### src/rtl/bus_if_types_pkg.sv
// Shared bus transaction types for master_bus_if-style ports and arbiters.
package bus_if_types_pkg;

  typedef enum logic {
    TT_READ  = 1'b0,
    TT_WRITE = 1'b1
  } ttype_e;

  typedef enum logic [1:0] {
    TS_BYTE = 2'd0,
    TS_HALF = 2'd1,
    TS_WORD = 2'd2
  } tsize_e;

  // Arbiter ownership state; GNTx means master x currently owns the slave.
  typedef enum logic [1:0] {
    ARB_IDLE = 2'd0,
    ARB_GNT0 = 2'd1,
    ARB_GNT1 = 2'd2
  } arb_state_e;

endpackage

### src/rtl/bus_arbiter_2to1.sv
// Two-master / one-slave round-robin bus arbiter with a per-transaction
// watchdog. Grants are registered; completions are forwarded combinationally.
module bus_arbiter_2to1
  import bus_if_types_pkg::*;
#(
  parameter int TIMEOUT = 255,
  parameter int TW      = 8
) (
  input  logic        clk,
  input  logic        rst_n,
  input  logic        m0_breq,
  input  logic        m1_breq,
  input  logic        m0_bstart,
  input  logic        m1_bstart,
  input  ttype_e      m0_ttype,
  input  ttype_e      m1_ttype,
  input  tsize_e      m0_tsize,
  input  tsize_e      m1_tsize,
  input  logic [31:0] m0_addr,
  input  logic [31:0] m1_addr,
  input  logic [31:0] m0_wdata,
  input  logic [31:0] m1_wdata,
  output logic        m0_bdone,
  output logic        m1_bdone,
  output logic        m0_berr,
  output logic        m1_berr,
  output logic [31:0] m0_rdata,
  output logic [31:0] m1_rdata,
  output logic        s_breq,
  output logic        s_bstart,
  output ttype_e      s_ttype,
  output tsize_e      s_tsize,
  output logic [31:0] s_addr,
  output logic [31:0] s_wdata,
  input  logic        s_bdone,
  input  logic [31:0] s_rdata
);

  // A TIMEOUT of zero turns the watchdog off entirely.
  localparam bit          WD_EN   = (TIMEOUT != 0);
  localparam logic [TW-1:0] WD_LAST = WD_EN ? TW'(TIMEOUT - 1) : '0;

  arb_state_e    r_state;
  arb_state_e    w_state_next;
  logic          r_last;
  logic          w_last_next;
  logic [TW-1:0] r_cnt;
  logic [TW-1:0] w_cnt_next;
  logic          w_sel_m1;
  logic          w_wd_expire;
  logic          w_finish;

  // Slave-side mux: m1 only while it holds the grant, otherwise m0.
  assign w_sel_m1 = (r_state == ARB_GNT1);
  assign s_breq   = m0_breq | m1_breq;
  assign s_ttype  = w_sel_m1 ? m1_ttype : m0_ttype;
  assign s_tsize  = w_sel_m1 ? m1_tsize : m0_tsize;
  assign s_addr   = w_sel_m1 ? m1_addr  : m0_addr;
  assign s_wdata  = w_sel_m1 ? m1_wdata : m0_wdata;
  assign m0_rdata = s_rdata;
  assign m1_rdata = s_rdata;

  // Abort fires on the last allowed granted cycle if the slave stays silent.
  assign w_wd_expire = WD_EN && (r_cnt == WD_LAST) && !s_bdone;
  assign w_finish    = s_bdone || w_wd_expire;

  // State, last-granted and watchdog registers.
  always_ff @(posedge clk or negedge rst_n) begin
    if (!rst_n) begin
      r_state <= ARB_IDLE;
      r_last  <= 1'b1;
      r_cnt   <= '0;
    end else begin
      r_state <= w_state_next;
      r_last  <= w_last_next;
      r_cnt   <= w_cnt_next;
    end
  end

  // Next-state arbitration and grant-dependent outputs.
  always_comb begin
    w_state_next = r_state;
    w_last_next  = r_last;
    w_cnt_next   = r_cnt;
    s_bstart     = 1'b0;
    m0_bdone     = 1'b0;
    m1_bdone     = 1'b0;
    m0_berr      = 1'b0;
    m1_berr      = 1'b0;
    case (r_state)
      ARB_IDLE: begin
        // On a tie the master that was not granted last wins.
        if (m0_bstart && (!m1_bstart || r_last)) begin
          w_state_next = ARB_GNT0;
          w_last_next  = 1'b0;
          w_cnt_next   = '0;
        end else if (m1_bstart) begin
          w_state_next = ARB_GNT1;
          w_last_next  = 1'b1;
          w_cnt_next   = '0;
        end
      end
      ARB_GNT0: begin
        s_bstart = m0_bstart;
        m0_bdone = w_finish;
        m0_berr  = w_wd_expire;
        if (w_finish) begin
          w_state_next = ARB_IDLE;
        end else begin
          w_cnt_next = r_cnt + TW'(1);
        end
      end
      ARB_GNT1: begin
        s_bstart = m1_bstart;
        m1_bdone = w_finish;
        m1_berr  = w_wd_expire;
        if (w_finish) begin
          w_state_next = ARB_IDLE;
        end else begin
          w_cnt_next = r_cnt + TW'(1);
        end
      end
      default: begin
        w_state_next = ARB_IDLE;
      end
    endcase
  end

endmodule

### config.mk
export PLATFORM = sky130hd
export DESIGN_NAME = bus_arbiter_2to1
export DESIGN_NICKNAME = d
export VERILOG_FILES = /design/src/rtl/bus_if_types_pkg.sv /design/src/rtl/bus_arbiter_2to1.sv
export SDC_FILE = /design/constraint.sdc
export NUM_CORES = 1
export LEC_CHECK = 0
export BUFFER_PORTS_ARGS = -buffer_cell sky130_fd_sc_hd__buf_2
export CORE_AREA = 2 2 119 121
export DETAILED_ROUTE_END_ITERATION = 8
export DIE_AREA = 0 0 121 123
export PLACE_DENSITY = 0.56
export SETUP_SLACK_MARGIN = 0.5
export SLEW_MARGIN = 20
export SYNTH_ARGS = -nofsm -noshare
export SYNTH_HDL_FRONTEND = slang
export SYNTH_SLANG_ARGS = --single-unit
export TNS_END_PERCENT = 1
### constraint.sdc
create_clock -name clk -period 2.2 [get_ports clk]
set_input_delay 0.22 -clock clk [delete_from_list [all_inputs] [get_ports clk]]
set_output_delay 0.22 -clock clk [all_outputs]
set_load 0.05 [all_outputs]
==> results of run 1 <==
==> synthesized netlist by cell type (3+ instances only) <==
cell type	count
mux2_2	67
buf_4	64
dfrtp_1	10
nand2_1	8
buf_2	7
nand3_1	7
o211ai_1	7
ha_1	5
a21oi_1	3
inv_1	3
mux2i_1	3
or3_1	3
==> flip-flops by register name, indices dropped and copies added, names as in the netlist <==
register / cells
r_cnt: 8
r_state: 2
r_last: 1
==> kinds of logic after synthesis <==
family | Yosys count
adder cells (fa/ha/maj) | 5
multiplexers | 70
AND/OR/NAND/NOR | 39
flip-flops | 11
AO/OA/AOI/OAI | 19
buffers and inverters | 77
==> through the flow <==
step / cells / hold slack (ns) / setup WS [ns] / power (mW) / util [%]
2_1_floorplan: 221 / -0.0756 / 0.486 / 2.50 / -
3_3_place_gp: 544 / 0.116 / 0.388 / 2.86 / 21.7
3_5_place_dp: 544 / 0.118 / 0.373 / 2.86 / 21.7
4_1_cts: 562 / 0.214 / 0.274 / 3.83 / 26.0
5_1_grt: 564 / 0.253 / 0.229 / 4.02 / 26.3
6_report: 564 / 0.215 / 0.261 / 3.85 / 26.3
==> per-layer routing <==
layer | GRT usage, % | vias up
met5 | 0 | -
met4 | 4.22 | 0
met3 | 6.00 | 28
met2 | 20.1 | 140
met1 | 14.1 | 1037
li1 | - | 1058
==> power groups by stage <==
stage | combinational (mW) | clock [mW] | sequential [mW]
final | 3.20 | 0.341 | 0.309
after floorplan | 2.20 | 0 | 0.296
after global placement | 2.55 | 0 | 0.309
after CTS | 3.17 | 0.350 | 0.305
after global routing | 3.35 | 0.360 | 0.315
after detailed placement | 2.55 | 0 | 0.311
==> cell type report <==
class	instances	area, sq um	area share (%)
timing repair buffer	233	1620	45.4
multi-input combinational	133	1370	38.1
sequential	11	277	7.72
tap	180	225	6.29
clock buffer	4	78.8	2.20
inverter	3	11.3	0.314
==> worst register-to-register path: cells and delay by family (launching register included) <==
family / cells / cell delay [ns]
AND/OR/NAND/NOR: 3 / 0.68
AO/OA/AOI/OAI: 1 / 0.19
adder cells (fa/ha/maj): 1 / 0.30
buffers and inverters: 2 / 0.21
flip-flops: 1 / 0.39
==> how the worst min path moves through the flow <==
stage / from / endpoint / slack [ns] / cells after the start
3_5_place_dp: rst_n / r_cnt[0]$_DFFE_PN0P_ / 0.12 / 1
3_3_place_gp: rst_n / r_cnt[5]$_DFFE_PN0P_ / 0.12 / 1
6_report: m0_bstart / r_last$_DFFE_PN1P_ / 0.22 / 2
5_1_grt: m0_bstart / r_last$_DFFE_PN1P_ / 0.25 / 2
4_1_cts: m0_bstart / r_last$_DFFE_PN1P_ / 0.21 / 2
2_1_floorplan: rst_n / r_cnt[0]$_DFFE_PN0P_ / -0.08 / 0
==> repair_timing <==
action | 4_1_cts | 5_1_grt
resized for setup | 98 | 3
endpoints found under the hold margin | 10 | 0
gates cloned | 4 | 1
setup buffers | 9 | 1
hold buffers | 1 | 0
endpoints found under the setup margin | 80 | 81
pin swaps | 1 | 0
==> out/qor.csv, run 1 <==
stage;metric;value;unit
critical_path;Worst R2R End;r_cnt[3]$_DFFE_PN0P_;
sta;Slew Viols, Final;0;
route;DRC errors left;0;
sta;skew final;0.00127;ns
critical_path;worst-path fanout max;10;
critical_path;Critical Path AT;1.72;ns
synth;proportion of synthesized area in mux cells;37.6;%
synth;ys async rst share;100;%
floorplan;# rows;43;
sta;Slew @ Worst Pin;0.460;ns
synth;Post-Syn Instances;221;
synth;Syn Std Cell Area;2090;sq um
power_and_ir_drop;Seq pwr share;8.0;%
synth;Synth Area in Simple Gates;12.4;%
sta;number of hold violations in the final report;0;
placed_design;half-perimeter wire length after placement;8120;um
sta;Slew HR;69.3;%
floorplan;IO Pins;310;
cts;H-tree depth;1;
synth;Netlist cell types;39;
cells_and_area;commonest non-fill, non-tap cell in the layout;buf_2;
cells_and_area;share of layout cells above drive strength 1;83.9;%
synth;Ys Warns;0;
sta;RSZ-0062 raised after global routing;yes;
grt;initial antenna violation count;0;
cts;Clock Sinks;11;
floorplan;die width;121;um
cells_and_area;Total Nets Final;563;
floorplan;core area;13600;sq um
cells_and_area;fin area;3580;sq um
critical_path;Reg2Reg Setup Slack;0.36;ns
critical_path;Worst setup SP type;flip-flop;
critical_path;Crit. Startpoint;r_state[0]$_DFFE_PN0P_;
power_and_ir_drop;Internal Power;1.83;mW
critical_path;R2R depth;7;
grt;first-pass GRT wire length;13500;um
synth;Seq/Total Area, Yosys;13.2;%
critical_path;WS Path Type;reg2out;
critical_path;worst reg2reg startpoint;r_state[1]$_DFFE_PN0P_;
synth;top_reg_cell synth;dfrtp_1;
route;final antenna-violating net count;0;
synth;number of synthesized register bits;11;
cells_and_area;area grow syn2layout;71.6;%
power_and_ir_drop;Net Sw Power;2.02;mW
power_and_ir_drop;Net Sw Frac;52.5;%
critical_path;WP data required;1.98;ns
floorplan;area of the die;14900;sq um
grt;number of global-route vias before repair;2264;
cts;latest clock arrival within the worst-skew pair;0.24;ns
route;metal3 WL;1390;um
cells_and_area;ANT cells;0;
cells_and_area;commonest non-fill, non-tap cells in the layout;buf_2, mux2_2, buf_4, buf_6, dfrtp_1;
grt;gr usage total;12.3;%
critical_path;delay-heaviest family, CP;buffers and inverters;
synth;Synth Net Count;399;
worst_hold_path;Hold WC Path Type;in2reg;
placed_design;GP Congestion;0.760;
route;final WL;10200;um
route;vias per inst;4.01;
cts;Num CTS Buffers;3;
synth;area share of fa/ha/maj cells after synthesis;3.00;%
critical_path;crit-path cells;inv_2 -> ha_4 -> buf_4 -> buf_12 -> buf_16 -> mux2_2 -> buf_6;
route;Top Layer Used;met4;
route;Initial DRC Count;81;
placed_design;placed instance area;2950;sq um
sta;top achievable clock speed;516;MHz
synth;share of the synthesized area in the top cell type;36.2;%
power_and_ir_drop;pwr dens;1070;nW/um^2
sta;Tcrit/Tclk final;88.1;%
outcome;status;finished clean;
synth;top post-synthesis cells by area;mux2_2, buf_4, dfrtp_1, ha_1, o211ai_1;
synth;Synth Area per Inst;9.44;sq um
synth;Compound-Gate Fraction of Synth Area;7.67;%
cts;CTS root buffer;clkbuf_16;
cts;CTS tree;yes;
sta;post-layout min period;1.94;ns
sta;Setup Viol. Count Final;0;
power_and_ir_drop;LEAKAGE;1.73;nW
power_and_ir_drop;maximum vdd drop;354;uV
power_and_ir_drop;Clk pwr share;8.9;%
synth;Yosys top cell by area;mux2_2;
route;wire per inst;18.1;um
critical_path;Critical path buffers and inverters;5;
route;metal2 WL;4650;um
placed_design;Port Buffer Count;213;
grt;largest net degree at the start of global routing;21;
critical_path;Worst Setup End Kind;output port;
critical_path;Crit. path cell count;7;
cts;CTS Buffer Depth;2;
sta;Setup TNS Final;0;ns
critical_path;crit path to;s_addr[3];
route;via count;2263;
power_and_ir_drop;Comb pwr share;83.1;%
synth;EDFF count, synth;0;
cts;Reg clk slew, reported paths;0.04;ns
route;Metal-1 WL;3930;um
run;max-capacitance violation count;0;
synth;Post-Synth XOR/XNOR Area;0;%
grt;global route overflow;0;
cells_and_area;FILL cells;1427;
floorplan;Initial Util;15.3;%
floorplan;Die Span Y;123;um
critical_path;slowest cell on the critical path;dfrtp_1;
critical_path;CP peak stage delay;0.39;ns
route;Pre-antenna DRT Iters;4;
synth;main combinational cell family by area after synthesis;multiplexers;
Power figures use the tool's default switching activity.
==> run 2: changes to the inputs <==
--- a/config.mk
+++ b/config.mk
@@ -5,11 +5,12 @@
 export SDC_FILE = /design/constraint.sdc
 export NUM_CORES = 1
 export LEC_CHECK = 0
+export ABC_AREA = 1
 export BUFFER_PORTS_ARGS = -buffer_cell sky130_fd_sc_hd__buf_2
-export CORE_AREA = 2 2 119 121
+export CORE_AREA = 2 2 122 124
 export DETAILED_ROUTE_END_ITERATION = 8
-export DIE_AREA = 0 0 121 123
-export PLACE_DENSITY = 0.56
+export DIE_AREA = 0 0 124 126
+export PLACE_DENSITY = 0.54
 export SETUP_SLACK_MARGIN = 0.5
 export SLEW_MARGIN = 20
 export SYNTH_ARGS = -nofsm -noshare
==> run 2 against run 1 <==
Maximum frequency rose by 9.6%. Clock power about the same. Combinational power up 48%. Setup slack better by 0.17 ns. First-iteration DRC count grew 56%. Core utilization is 0.38 points lower. Sequential share of layout area decreased by 0.27 points. Area after synthesis rose by 1.8%. Largest cell class unchanged. Wire length grew 6.9%. Worst hold slack improved by 0.17 ns. Total power increased by 40%.
==> out/qor.csv, run 2 <==
stage;metric;value;unit;change
synth;top post-synthesis cells by area;nand2_1, buf_4, dfrtp_1, nor2_1, ha_1;;
power_and_ir_drop;total power;5.38;mW;+40%
cells_and_area;max reg flops;8;;unchanged
synth;ys async rst share;100;%;unchanged
floorplan;# rows;44;;+2.3%
route;via count;2917;;+29%
floorplan;IO Pins;310;;unchanged
synth;area share of fa/ha/maj cells after synthesis;2.94;%;-0.053 points
sta;Setup Viol. Count Final;0;;unchanged
cts;CTS root buffer;clkbuf_16;;
synth;cell with the most instances after synthesis;nand2_1;;
floorplan;Initial Util;14.8;%;-0.49 points
critical_path;delay-heaviest family, CP;buffers and inverters;;
grt;initial antenna violation count;1;;+1
critical_path;worst-path fanout max;8;;-2
outcome;status;finished clean;;
critical_path;WS Path Type;reg2out;;
synth;Synth Area per Inst;5.34;sq um;-43%
critical_path;Worst Setup End Kind;output port;;
cells_and_area;area grow syn2layout;74.7;%;
cts;CTS Buffer Depth;2;;unchanged
synth;Post-Syn Instances;398;;+80%
sta;post-layout min period;1.77;ns;-0.170 ns
grt;gr usage total;12.2;%;-0.19 points
cts;latest clock arrival within the worst-skew pair;0.24;ns;about the same
cts;Reg clk slew, reported paths;0.04;ns;about the same
synth;Compound-Gate Fraction of Synth Area;2.71;%;-5.0 points
route;vias per inst;3.92;;-2.3%
grt;number of global-route vias before repair;2650;;+17%
sta;skew final;0.000645;ns;-0.000629 ns
route;final WL;10900;um;+6.9%
critical_path;CP peak stage delay;0.40;ns;about the same
placed_design;Port Buffer Count;213;;unchanged
sta;Tcrit/Tclk final;80.4;%;-7.7 points
cells_and_area;Most flops, register;r_cnt;;
synth;Post-Synth XOR/XNOR Area;0;%;unchanged
floorplan;die width;124;um;+2.5%
sta;RSZ-0062 raised after global routing;yes;;
placed_design;GP Congestion;0.749;;-1.3%
sta;Setup TNS Final;0;ns;unchanged
run;max-capacitance violation count;0;;unchanged
placed_design;placed cells;720;;+32%
floorplan;area of the die;15600;sq um;+5.0%
synth;Ys Warns;0;;unchanged
cells_and_area;share of layout cells above drive strength 1;48.7;%;-35 points
critical_path;Critical Path AT;1.55;ns;-0.17 ns
sta;top achievable clock speed;565;MHz;+9.6%
cts;Clock Sinks;11;;unchanged
worst_hold_path;Hold WC Path Type;in2reg;;
synth;Synth Area in Simple Gates;52.7;%;+40 points
synth;Yosys top cell by area;nand2_1;;
cells_and_area;commonest non-fill, non-tap cell in the layout;nand2_1;;
synth;top_reg_cell synth;dfrtp_1;;
cells_and_area;Total Nets Final;738;;+31%
cts;H-tree depth;1;;unchanged
critical_path;Worst setup SP type;flip-flop;;
cells_and_area;post-route insts no fill;744;;+32%
power_and_ir_drop;maximum vdd drop;633;uV;+79%
critical_path;WP data required;1.98;ns;about the same
route;Pre-antenna DRT Iters;4;;unchanged
sta;Slew Viols, Final;0;;unchanged
route;final antenna-violating net count;0;;unchanged
route;Initial DRC Count;126;;+56%
grt;largest net degree at the start of global routing;38;;+81%
sta;number of hold violations in the final report;0;;unchanged
cells_and_area;largest registers;r_cnt (8), r_state (2), r_last (1);;
synth;number of synthesized register bits;11;;unchanged
power_and_ir_drop;LEAKAGE;2.17;nW;+26%
cts;CTS tree;yes;;
cts;Num CTS Buffers;3;;unchanged
cells_and_area;commonest non-fill, non-tap cells in the layout;nand2_1, buf_2, buf_4, buf_6, nor2_1;;
critical_path;slowest cell on the critical path;dfrtp_1;;
worst_hold_path;hold depth;4;;+2
placed_design;half-perimeter wire length after placement;7660;um;-5.6%
grt;first-pass GRT wire length;14700;um;+8.6%
floorplan;core area;14300;sq um;+5.2%
power_and_ir_drop;pwr dens;1450;nW/um^2;+35%
synth;Netlist cell types;20;;-49%
synth;Seq/Total Area, Yosys;13.0;%;-0.23 points
synth;Synth Net Count;576;;+44%
sta;hold slack;0.382;ns;+0.166 ns
grt;global route overflow;0;;unchanged
critical_path;crit-path most repeated cell;nand2_2;;
critical_path;Critical path buffers and inverters;4;;-1
sta;Slew @ Worst Pin;0.303;ns;-0.157 ns
route;DRC errors left;0;;unchanged
floorplan;Die Span Y;126;um;+2.4%
synth;Syn Std Cell Area;2120;sq um;+1.8%
critical_path;Crit. path cell count;7;;unchanged
critical_path;crit-path cells;ha_4 -> buf_12 -> buf_4 -> buf_16 -> nand2_2 -> nand2_2 -> buf_6;;
synth;share of the synthesized area in the top cell type;41.7;%;+5.5 points
synth;proportion of synthesized area in mux cells;0;%;-38 points
sta;Slew HR;79.8;%;+10 points
route;wire per inst;14.7;um;-19%
synth;Post-synth top cells;nand2_1, buf_4, nor2_1, inv_1, nand3_1;;
synth;main combinational cell family by area after synthesis;simple AND/OR/NAND/NOR gates;;
synth;EDFF count, synth;0;;unchanged
cells_and_area;final core utilization;25.9;%;-0.38 points
critical_path;R2R depth;11;;+4
-- run 2: cell count changes in the layout (fill, tap and decap cells not counted), moves of 7 or more --
cell | previous run | this run
nand2_1 | 8 | 224
mux2_2 | 59 | 0
nor2_1 | 2 | 15
mux2_4 | 8 | 0
buf_4 | 25 | 55
buf_2 | 167 | 141
nand2_2 | 0 | 12
inv_1 | 2 | 12
o211ai_1 | 7 | 0
-- run 2: power by group --
group          leakage, nW  internal (mW)  switching (mW)
registers            0.147          0.255          0.0431
clock network       0.0382          0.244          0.0957
logic                 1.99           1.66            3.08
total                 2.17           2.16            3.22
-- run 2: cell type report --
cell class,count,area (sq um)
Antenna cell,1,2.50
Timing Repair Buffer,236,1740
Fill cell,1644,10600
Inverter,17,66.3
Multi-Input combinational cell,291,1320
Sequential cell,11,277
Clock buffer,4,78.8
Tap cell,184,230
-- run 2: layer usage --
layer	track usage, %	vias up	part of all wire, %
met5	0	-	0
met4	2.31	0	0.47
met1	14.5	1268	40
met2	21.3	188	49
li1	-	1454	-
met3	3.85	7	11
-- run 2: per-stage QoR --
step	setup WS (ns)	cell area [sq um]
global route	0.326	3710
global placement	0.377	2940
detailed placement	0.385	2940
floorplan	0.348	2130
finish	0.431	3710
CTS	0.434	3560
-- run 2: kinds of logic (layout without fill, tap and decap cells) --
| family | count (synthesis) | after routing |
|---|---|---|
| AO/OA/AOI/OAI | 11 | 11 |
| adder cells (fa/ha/maj) | 5 | 5 |
| AND/OR/NAND/NOR | 275 | 275 |
| flip-flops | 11 | 11 |
| buffers and inverters | 96 | 257 |
| other | 0 | 1 |
-- run 2: worst paths after layout --
check	end	slack, ns	startpoint
setup / recovery	s_wdata[3]	0.43	r_state[1]$_DFFE_PN0P_
hold / removal	r_state[1]$_DFFE_PN0P_	0.38	m0_bstart
hold reg to reg	r_cnt[4]$_DFFE_PN0P_	0.50	r_cnt[4]$_DFFE_PN0P_
min in group asynchronous	r_cnt[1]$_DFFE_PN0P_	0.39	rst_n
max in group asynchronous	r_last$_DFFE_PN1P_	1.52	rst_n
setup reg to reg	r_cnt[7]$_DFFE_PN0P_	0.69	r_cnt[0]$_DFFE_PN0P_
-- run 2: worst reg2reg max path, stage by stage, from the launching register on --
cell     delay (ns)
dfrtp_1        0.41
inv_2          0.08
ha_2           0.16
nand2_1        0.05
nor2_2         0.14
nand2_2        0.07
buf_4          0.14
nand3_4        0.09
nand2_8        0.10
nand2_8        0.10
nand2_1        0.06
nand2_1        0.06
-- run 2: repair_timing --
item	4_1_cts	5_1_grt
setup buffers	7	4
resized for setup	122	16
gates cloned	4	3
hold buffers	1	0
setup endpoints to repair	72	72
hold endpoints to repair	10	0
pin swaps	7	2
